[config.mk]
export PLATFORM = sky130hd
export DESIGN_NAME = dkong_rom_slot_arb
export DESIGN_NICKNAME = d
export VERILOG_FILES = /design/src/rtl/dkong_rom_pkg.sv /design/src/rtl/dkong_rom_tagpipe.sv /design/src/rtl/dkong_rom_slot_arb.sv
export SDC_FILE = /design/constraint.sdc
export NUM_CORES = 1
export LEC_CHECK = 0
export CORE_AREA = 2 2 83 85
export DETAILED_ROUTE_END_ITERATION = 6
export DIE_AREA = 0 0 85 87
export PLACE_DENSITY = 0.74
export SLEW_MARGIN = 30
export SYNTH_ARGS = -nofsm -noshare
export SYNTH_HDL_FRONTEND = slang
export SYNTH_SLANG_ARGS = --single-unit
[constraint.sdc]
create_clock -name I_CLK -period 0.9 [get_ports I_CLK]
set_input_delay 0.18 -clock I_CLK [delete_from_list [all_inputs] [get_ports I_CLK]]
set_output_delay 0.18 -clock I_CLK [all_outputs]
set_load 0.02 [all_outputs]
[src/rtl/dkong_rom_pkg.sv]
// Shared constants and helpers for the ROM slot arbiter: id width, idle id, slot-table packing.
package dkong_rom_pkg;

  localparam int unsigned MAX_SLOTS   = 64;
  localparam int unsigned MAX_ID_W    = 8;
  localparam int unsigned MAX_SCHED_W = MAX_SLOTS * MAX_ID_W;

  function automatic int unsigned clog2(input int unsigned n);
    int unsigned r;
    r = 0;
    while ((32'd1 << r) < n) r++;
    return r;
  endfunction

  // Id width must also encode the idle id (NCH).
  function automatic int unsigned calc_cw(input int unsigned nch);
    return clog2(nch + 1);
  endfunction

  function automatic int unsigned idle_id(input int unsigned nch);
    return nch;
  endfunction

  // Packs ids[k] into bits [k*cw +: cw]; the caller truncates to NSLOT*CW.
  function automatic logic [MAX_SCHED_W-1:0] sched_pack(
    input logic [MAX_SLOTS-1:0][MAX_ID_W-1:0] ids,
    input int unsigned                        nslot,
    input int unsigned                        cw
  );
    logic [MAX_SCHED_W-1:0] r;
    r = '0;
    for (int k = 0; k < MAX_SLOTS; k++) begin
      for (int b = 0; b < MAX_ID_W; b++) begin
        if (k < nslot && b < cw) r[k*cw+b] = ids[k][b];
      end
    end
    return r;
  endfunction

endpackage

[src/rtl/dkong_rom_tagpipe.sv]
// RD_LAT-deep {valid, id} shift register that tracks which channel owns each ROM read in flight.
module dkong_rom_tagpipe #(
  parameter int unsigned IW    = 3,
  parameter int unsigned DEPTH = 1
) (
  input  logic          I_CLK,
  input  logic          I_RST,
  input  logic          I_VLD,
  input  logic [IW-1:0] I_ID,
  output logic          O_VLD,
  output logic [IW-1:0] O_ID
);

  logic [DEPTH-1:0]         r_vld;
  logic [DEPTH-1:0][IW-1:0] r_id;

  always_ff @(posedge I_CLK or posedge I_RST) begin
    if (I_RST) begin
      r_vld <= '0;
      r_id  <= '0;
    end else begin
      r_vld[0] <= I_VLD;
      r_id[0]  <= I_ID;
      for (int i = 1; i < int'(DEPTH); i++) begin
        r_vld[i] <= r_vld[i-1];
        r_id[i]  <= r_id[i-1];
      end
    end
  end

  assign O_VLD = r_vld[DEPTH-1];
  assign O_ID  = r_id[DEPTH-1];

endmodule

[src/rtl/dkong_rom_slot_arb.sv]
// Time-slot arbiter sharing one synchronous ROM port among NCH fetch clients,
// with sync realignment, on-demand channels and per-channel data-valid pulses.
module dkong_rom_slot_arb
  import dkong_rom_pkg::*;
#(
  parameter  int unsigned             AW     = 19,
  parameter  int unsigned             DW     = 8,
  parameter  int unsigned             NCH    = 6,
  parameter  int unsigned             NSLOT  = 16,
  parameter  int unsigned             RD_LAT = 1,
  localparam int unsigned             CW     = calc_cw(NCH),
  localparam int unsigned             SW     = (clog2(NSLOT) > 0) ? clog2(NSLOT) : 1,
  parameter  logic [NSLOT*CW-1:0]     SCHED  = {NSLOT{CW'(NCH)}},
  parameter  logic [NCH-1:0]          MODE   = '0
) (
  input  logic              I_CLK,
  input  logic              I_RST,
  input  logic              I_SYNC,
  input  logic [NCH*AW-1:0] I_CH_ADDR,
  input  logic [NCH-1:0]    I_CH_REQ,
  output logic [NCH*DW-1:0] O_CH_DATA,
  output logic [NCH-1:0]    O_CH_VALID,
  output logic [NCH-1:0]    O_CH_PEND,
  output logic [AW-1:0]     O_ROM_ADDR,
  output logic              O_ROM_RD,
  input  logic [DW-1:0]     I_ROM_DATA,
  output logic [SW-1:0]     O_SLOT
);

  logic              r_s1, r_s2;
  logic [SW-1:0]     r_slot, w_slot_d;
  logic [NCH-1:0]    r_pend, w_pend_d;
  logic [AW-1:0]     r_rom_addr, w_sel_addr;
  logic              r_rom_rd;
  logic [NCH*DW-1:0] r_ch_data, w_ch_data_d;
  logic [NCH-1:0]    r_ch_valid, w_ch_valid_d;
  logic              w_rise, w_issue, w_tag_vld;
  logic [CW-1:0]     w_cur_id, w_tag_id;
  logic [NCH-1:0]    w_hit;

  assign w_rise   = r_s1 & ~r_s2;
  assign w_cur_id = SCHED[r_slot*CW +: CW];

  // One-hot decode of the slot owner; the idle id matches no channel.
  always_comb begin
    w_hit      = '0;
    w_sel_addr = '0;
    for (int c = 0; c < int'(NCH); c++) begin
      w_hit[c] = (w_cur_id == CW'(c));
      if (w_hit[c]) w_sel_addr = I_CH_ADDR[c*AW +: AW];
    end
    w_issue  = |(w_hit & (~MODE | r_pend | I_CH_REQ));
    // A request coincident with its own issue keeps the flag set.
    w_pend_d = MODE & (I_CH_REQ | (r_pend & ~(w_hit & {NCH{w_issue}})));
  end

  always_comb begin
    if (w_rise || r_slot == SW'(NSLOT - 1)) w_slot_d = '0;
    else                                    w_slot_d = r_slot + 1'b1;
  end

  dkong_rom_tagpipe #(
    .IW   (CW),
    .DEPTH(RD_LAT)
  ) u_tagpipe (
    .I_CLK(I_CLK),
    .I_RST(I_RST),
    .I_VLD(w_issue),
    .I_ID (w_cur_id),
    .O_VLD(w_tag_vld),
    .O_ID (w_tag_id)
  );

  always_comb begin
    w_ch_data_d  = r_ch_data;
    w_ch_valid_d = '0;
    for (int c = 0; c < int'(NCH); c++) begin
      if (w_tag_vld && w_tag_id == CW'(c)) begin
        w_ch_data_d[c*DW +: DW] = I_ROM_DATA;
        w_ch_valid_d[c]         = 1'b1;
      end
    end
  end

  always_ff @(posedge I_CLK or posedge I_RST) begin
    if (I_RST) begin
      r_s1       <= 1'b0;
      r_s2       <= 1'b0;
      r_slot     <= '0;
      r_pend     <= '0;
      r_rom_addr <= '0;
      r_rom_rd   <= 1'b0;
      r_ch_data  <= '0;
      r_ch_valid <= '0;
    end else begin
      r_s1       <= I_SYNC;
      r_s2       <= r_s1;
      r_slot     <= w_slot_d;
      r_pend     <= w_pend_d;
      r_rom_rd   <= w_issue;
      if (w_issue) r_rom_addr <= w_sel_addr;
      r_ch_data  <= w_ch_data_d;
      r_ch_valid <= w_ch_valid_d;
    end
  end

  assign O_CH_DATA  = r_ch_data;
  assign O_CH_VALID = r_ch_valid;
  assign O_CH_PEND  = r_pend;
  assign O_ROM_ADDR = r_rom_addr;
  assign O_ROM_RD   = r_rom_rd;
  assign O_SLOT     = r_slot;

endmodule

# Word-level counts from Yosys, hierarchy flattened
# Index checks and enable logic that the tools add are counted.
# W data, S select, Z words.
# totals
rom_bits,0
out_inout_bits,84
latch_bits,0
register_bits,83
ram_bits,0
n_memories,0
inputBits,131
# classes
magnitude_cmp,0
shift,1
n_mux,13
mul,1
n_bitwise,2
div_mod_pow,0
eq_ne,11
n_reduce_logical,10
n_addsub,1
# op_table
operator,n
$mux W19,6
$shiftx A48 B7 Y3 const A,1
$eq A3 B2 Y1 const B,4
$eq A3 B3 Y1 const B,4
$eq A3 B1 Y1 const B,2
$logic_and A1 B1 Y1,6
$logic_not A3 Y1,2
$mul A4 B2 Y6 const B,1
$mux W1,6
$reduce_or A6 Y1,1
$add A4 B1 Y4 const B,1
$eq A4 B4 Y1 const B,1
$mux W4,1
$and A1 B1 Y1,1
$logic_or A1 B1 Y1,1
$not A1 Y1,1

# Depth between registers and ports, before layout
# depth
depth_word,9
mapped_depth,3
mapped_depth_nobuf,3

# Modules after synthesis
# From an unflattened synthesis, not the netlist that was laid out.
# hier_totals
cells_unflattened,167
area_unflattened_um2,2538.7
# modules_own_cells
mod,cells_each,n_inst,area_per_inst_um2,seq_area_each_um2
dkong_rom_slot_arb,162,1,2434.8,1501.4
dkong_rom_tagpipe,5,1,103.8,100.1

# Least setup slack after synthesis
# Ideal clock, no wire load.
# synth_timing
path_kind,reg-to-reg
start,register r_slot[0] (netlist: O_SLOT[0])
end,register r_slot[3] (netlist: O_SLOT[3])
path_slack_ns,-0.201
stages_incl_launch_ff,4
path_buffers,0
setup_ns,0.071
required_time_ns,0.829
arrival_time_ns,1.029
cell_sequence,dfrtp_1 -> ha_1 -> a31o_1 -> nor2_1
# synth_via
elab_chain_len,3
word_cells_on_any_way,4
classes_between,add/sub: 1; eq/ne: 1; mux: 1; reduce/logical: 1
# synth_lines
element,line,source
start: declaration,dkong_rom_slot_arb.sv:31,"logic [SW-1:0] r_slot, w_slot_d;"
start signal: assignment,dkong_rom_slot_arb.sv:98,r_slot <= w_slot_d;
branches (longest 2 deep; another with $add A4 B1 Y4),n/a,
$mux W4 *,dkong_rom_slot_arb.sv:58,if (w_rise || r_slot == SW'(NSLOT - 1)) w_slot_d = '0;
net w_slot_d[3],dkong_rom_slot_arb.sv:31,
# Mark *: on every way through the listed nets, which the timed path passes.
# A chain may end at the register's enable or synchronous reset.

# Final worst setup path
# layout_timing
start,register r_slot[1] (netlist: O_SLOT[1])
end,register r_slot[3] (netlist: O_SLOT[3])
# Same word-level chain as after synthesis.

==> flow_metrics.tcl <==
set metrics [dict create \
    drt_wl_total_um 940 \
    initial_utilization_pct 12.7 \
    synthCells 99 \
    hp-class "input port to asynchronous set/reset pin" \
    critPathSlowestCell "dfrtp_2" \
    maxCapViolations 0 \
    portBuffers 6 \
    fill_cells 750 \
    ys_types 11 \
    clock_sinks 6 \
    yosysTopAreaCell "buf_4" \
    area_growth_syn_to_layout_pct -5.10 \
    die_h_um 87 \
    setup_ws_ns -0.146 \
    min_period_ns 1.05 \
    final_area_um2 792 \
    place_congestion 0.576 \
    arrival_ns 1.20 \
    synth_compound_area_share_pct 1.05 \
    worstPathRequired_ns 1.06 \
    clkLatencyLatePin_ns 0.23 \
    worst_setup_path_start_kind "flop" \
    setup_viol 8 \
    first_pass_iters 2 \
    drcViolationCount 0 \
    hold_violations 0 \
    synth_seq_area_share_pct 18.0 \
    hold_buffers 0 \
    synth_area_per_cell_um2 8.43 \
    cts_tree "built" \
    hpwl_um 782 \
    grt.total_usage_pct 2.49 \
    status "complete, but fails checks" \
    min_period_over_period_pct 116 \
    nNetsFinal 244 \
    dieArea_mm2 0.00740 \
    clock.fmax_mhz 956 \
    synth_xor_area_share_pct 2.10 \
    chipWidth_um 85 \
    grt_pass1_wl_mm 1.14 \
    grt_util_met3_pct 2.75 \
    grt_max_degree 7 \
    vdd_ir_drop_max_v 0.000374 \
    synth_fa_ha_area_share_pct 1.50 \
    cts_made_buffers 3 \
    cts_buffer_depth 2 \
    multiInputGateArea_um2 402 \
    synth_top_cells_by_area "buf_4, dfrtp_1, nor2_1" \
    worstSetupPathType "flop to flop" \
    ys_ff_latch 6 \
    slew_viol_final 0 \
    seq_area_um2 153 \
    avgViaCountPerCell 2.00 \
    crit_path_max_incr_delay_ns 0.40 \
    use_met2_pct 2.91 \
    synth_top_family_by_area "buffers and inverters" \
    io_pins 215 \
    via_count 382 \
    synthMuxAreaShare_pct 0 \
    worst-path-max-fanout 3 \
    grt_setup_unrepaired "true" \
    busiest_layer "met4" \
    clk_pin_slew_ns 0.04 \
    root_buffer "clkbuf_8" \
    ant_nets 0 \
    met1_usage_pct 1.82 \
    core_area_mm2 0.00657 \
    overflow 0 \
    reg2reg_depth 4 \
    rows 30 \
    wl_per_cell_um 4.92 \
    finClkSkew_ns 0.00258 \
    drive_above_1_share_pct 16.2 \
    cts_max_level 1 \
    whs_ns 0.179 \
    place_area_um2 728 \
    antenna_found_initial 0 \
    p_leak_nw 0.446 \
    yosys.area_share.simple_pct 4.05 \
    pwr_density_cell_mw_per_mm2 2110 \
    end_kind "flop" \
    synth_top_cell_area_share_pct 72.0 \
    synth_area_um2 835 \
    n_antenna_cell 0 \
    failed_checks "negative setup slack" \
    yosys_warnings 0 \
    cp_cell_sequence "buf_6, ha_4, a31o_4, nor2_2" \
    grt_pass1_vias 220 \
    drt_iter0_markers 3 \
]
[layout by cell type (no fill, tap or decap), types with 2 or more instances in the layout]
master,count
nor2_2,3
conb_1,80
dfrtp_2,2
buf_6,4
buf_4,2
clkdlybuf4s50_1,2
clkbuf_8,3
dfrtp_1,4
inv_1,2
[repair_timing]
item	in CTS	in global routing
gates resized for setup	23	4
setup endpoints to repair	8	8
buffers inserted	0	0
[synthesized netlist by cell type, drive strengths merged]
| cell | count |
|---|---|
| xor2 | 1 |
| a31o | 1 |
| xnor2 | 1 |
| nor2b | 1 |
| buf | 80 |
| nand3 | 1 |
| dfrtp | 6 |
| conb | 1 |
| ha | 1 |
| nor2 | 4 |
| inv | 2 |
[registers in the layout (all words and copies together), names as in the netlist]
name / flops
r_s1: 1
r_s2: 1
O_SLOT: 4
[final cells by class]
type                    count  share of cell area, %
inverters                   2                  0.948
multi-input cells          90                   50.7
repair buffers              9                   10.7
clock buffers               4                   5.69
flip-flops and latches      6                   19.3
well taps                  80                   12.6
[per-layer routing]
layer | up-vias | share of wire, %
met3 | 4 | 31
met4 | 0 | 5.1
li1 | 164 | -
met5 | - | 0
met2 | 62 | 38
met1 | 152 | 26
[metrics by stage]
step	cells	TNS [ns]	util, %	power, mW	setup slack [ns]
global placement	187	-1.44	11.1	1.19	-0.298
finish	191	-0.715	12.1	1.67	-0.146
floorplan	178	-0.217	-	1.19	-0.0641
detailed placement	187	-1.51	11.1	1.20	-0.293
CTS	191	-0.763	11.8	1.67	-0.145
global route	191	-0.975	12.1	1.78	-0.188
[final timing paths]
path / to / start / slack [ns]
min in group I_CLK: r_s2 / r_s1 / 0.38
max in group asynchronous: O_SLOT[1] / I_RST / 0.51
worst max-delay path: O_SLOT[3] / O_SLOT[1] / -0.15
worst min register to register: r_s2 / r_s1 / 0.38
worst max register to register: O_SLOT[3] / O_SLOT[1] / -0.15
worst min-delay path: O_SLOT[2] / I_RST / 0.18
[report_power, final]
part / leakage (nW) / switching, mW / internal, mW
clock: 0.0228 / 0.124 / 0.305
combinational: 0.352 / 0.550 / 0.287
sequential: 0.0720 / 0.0558 / 0.348
total: 0.446 / 0.730 / 0.940
[cell families after synthesis]
kind of cell	after synthesis
adder cells (fa/ha/maj)	1
buffers and inverters	82
other	1
AND/OR/NAND/NOR	6
AO/OA/AOI/OAI	1
XOR/XNOR	2
flip-flops	6
[worst max-delay path, delay by kind of cell (launching register included)]
kind	cells	cell delay [ns]
adders and majority gates	1	0.15
buffers and inverters	1	0.12
AOI/OAI and AO/OA	1	0.23
DFF	1	0.40
and+or+nand+nor	1	0.07
Note: power is estimated with default switching activity, not from simulation.
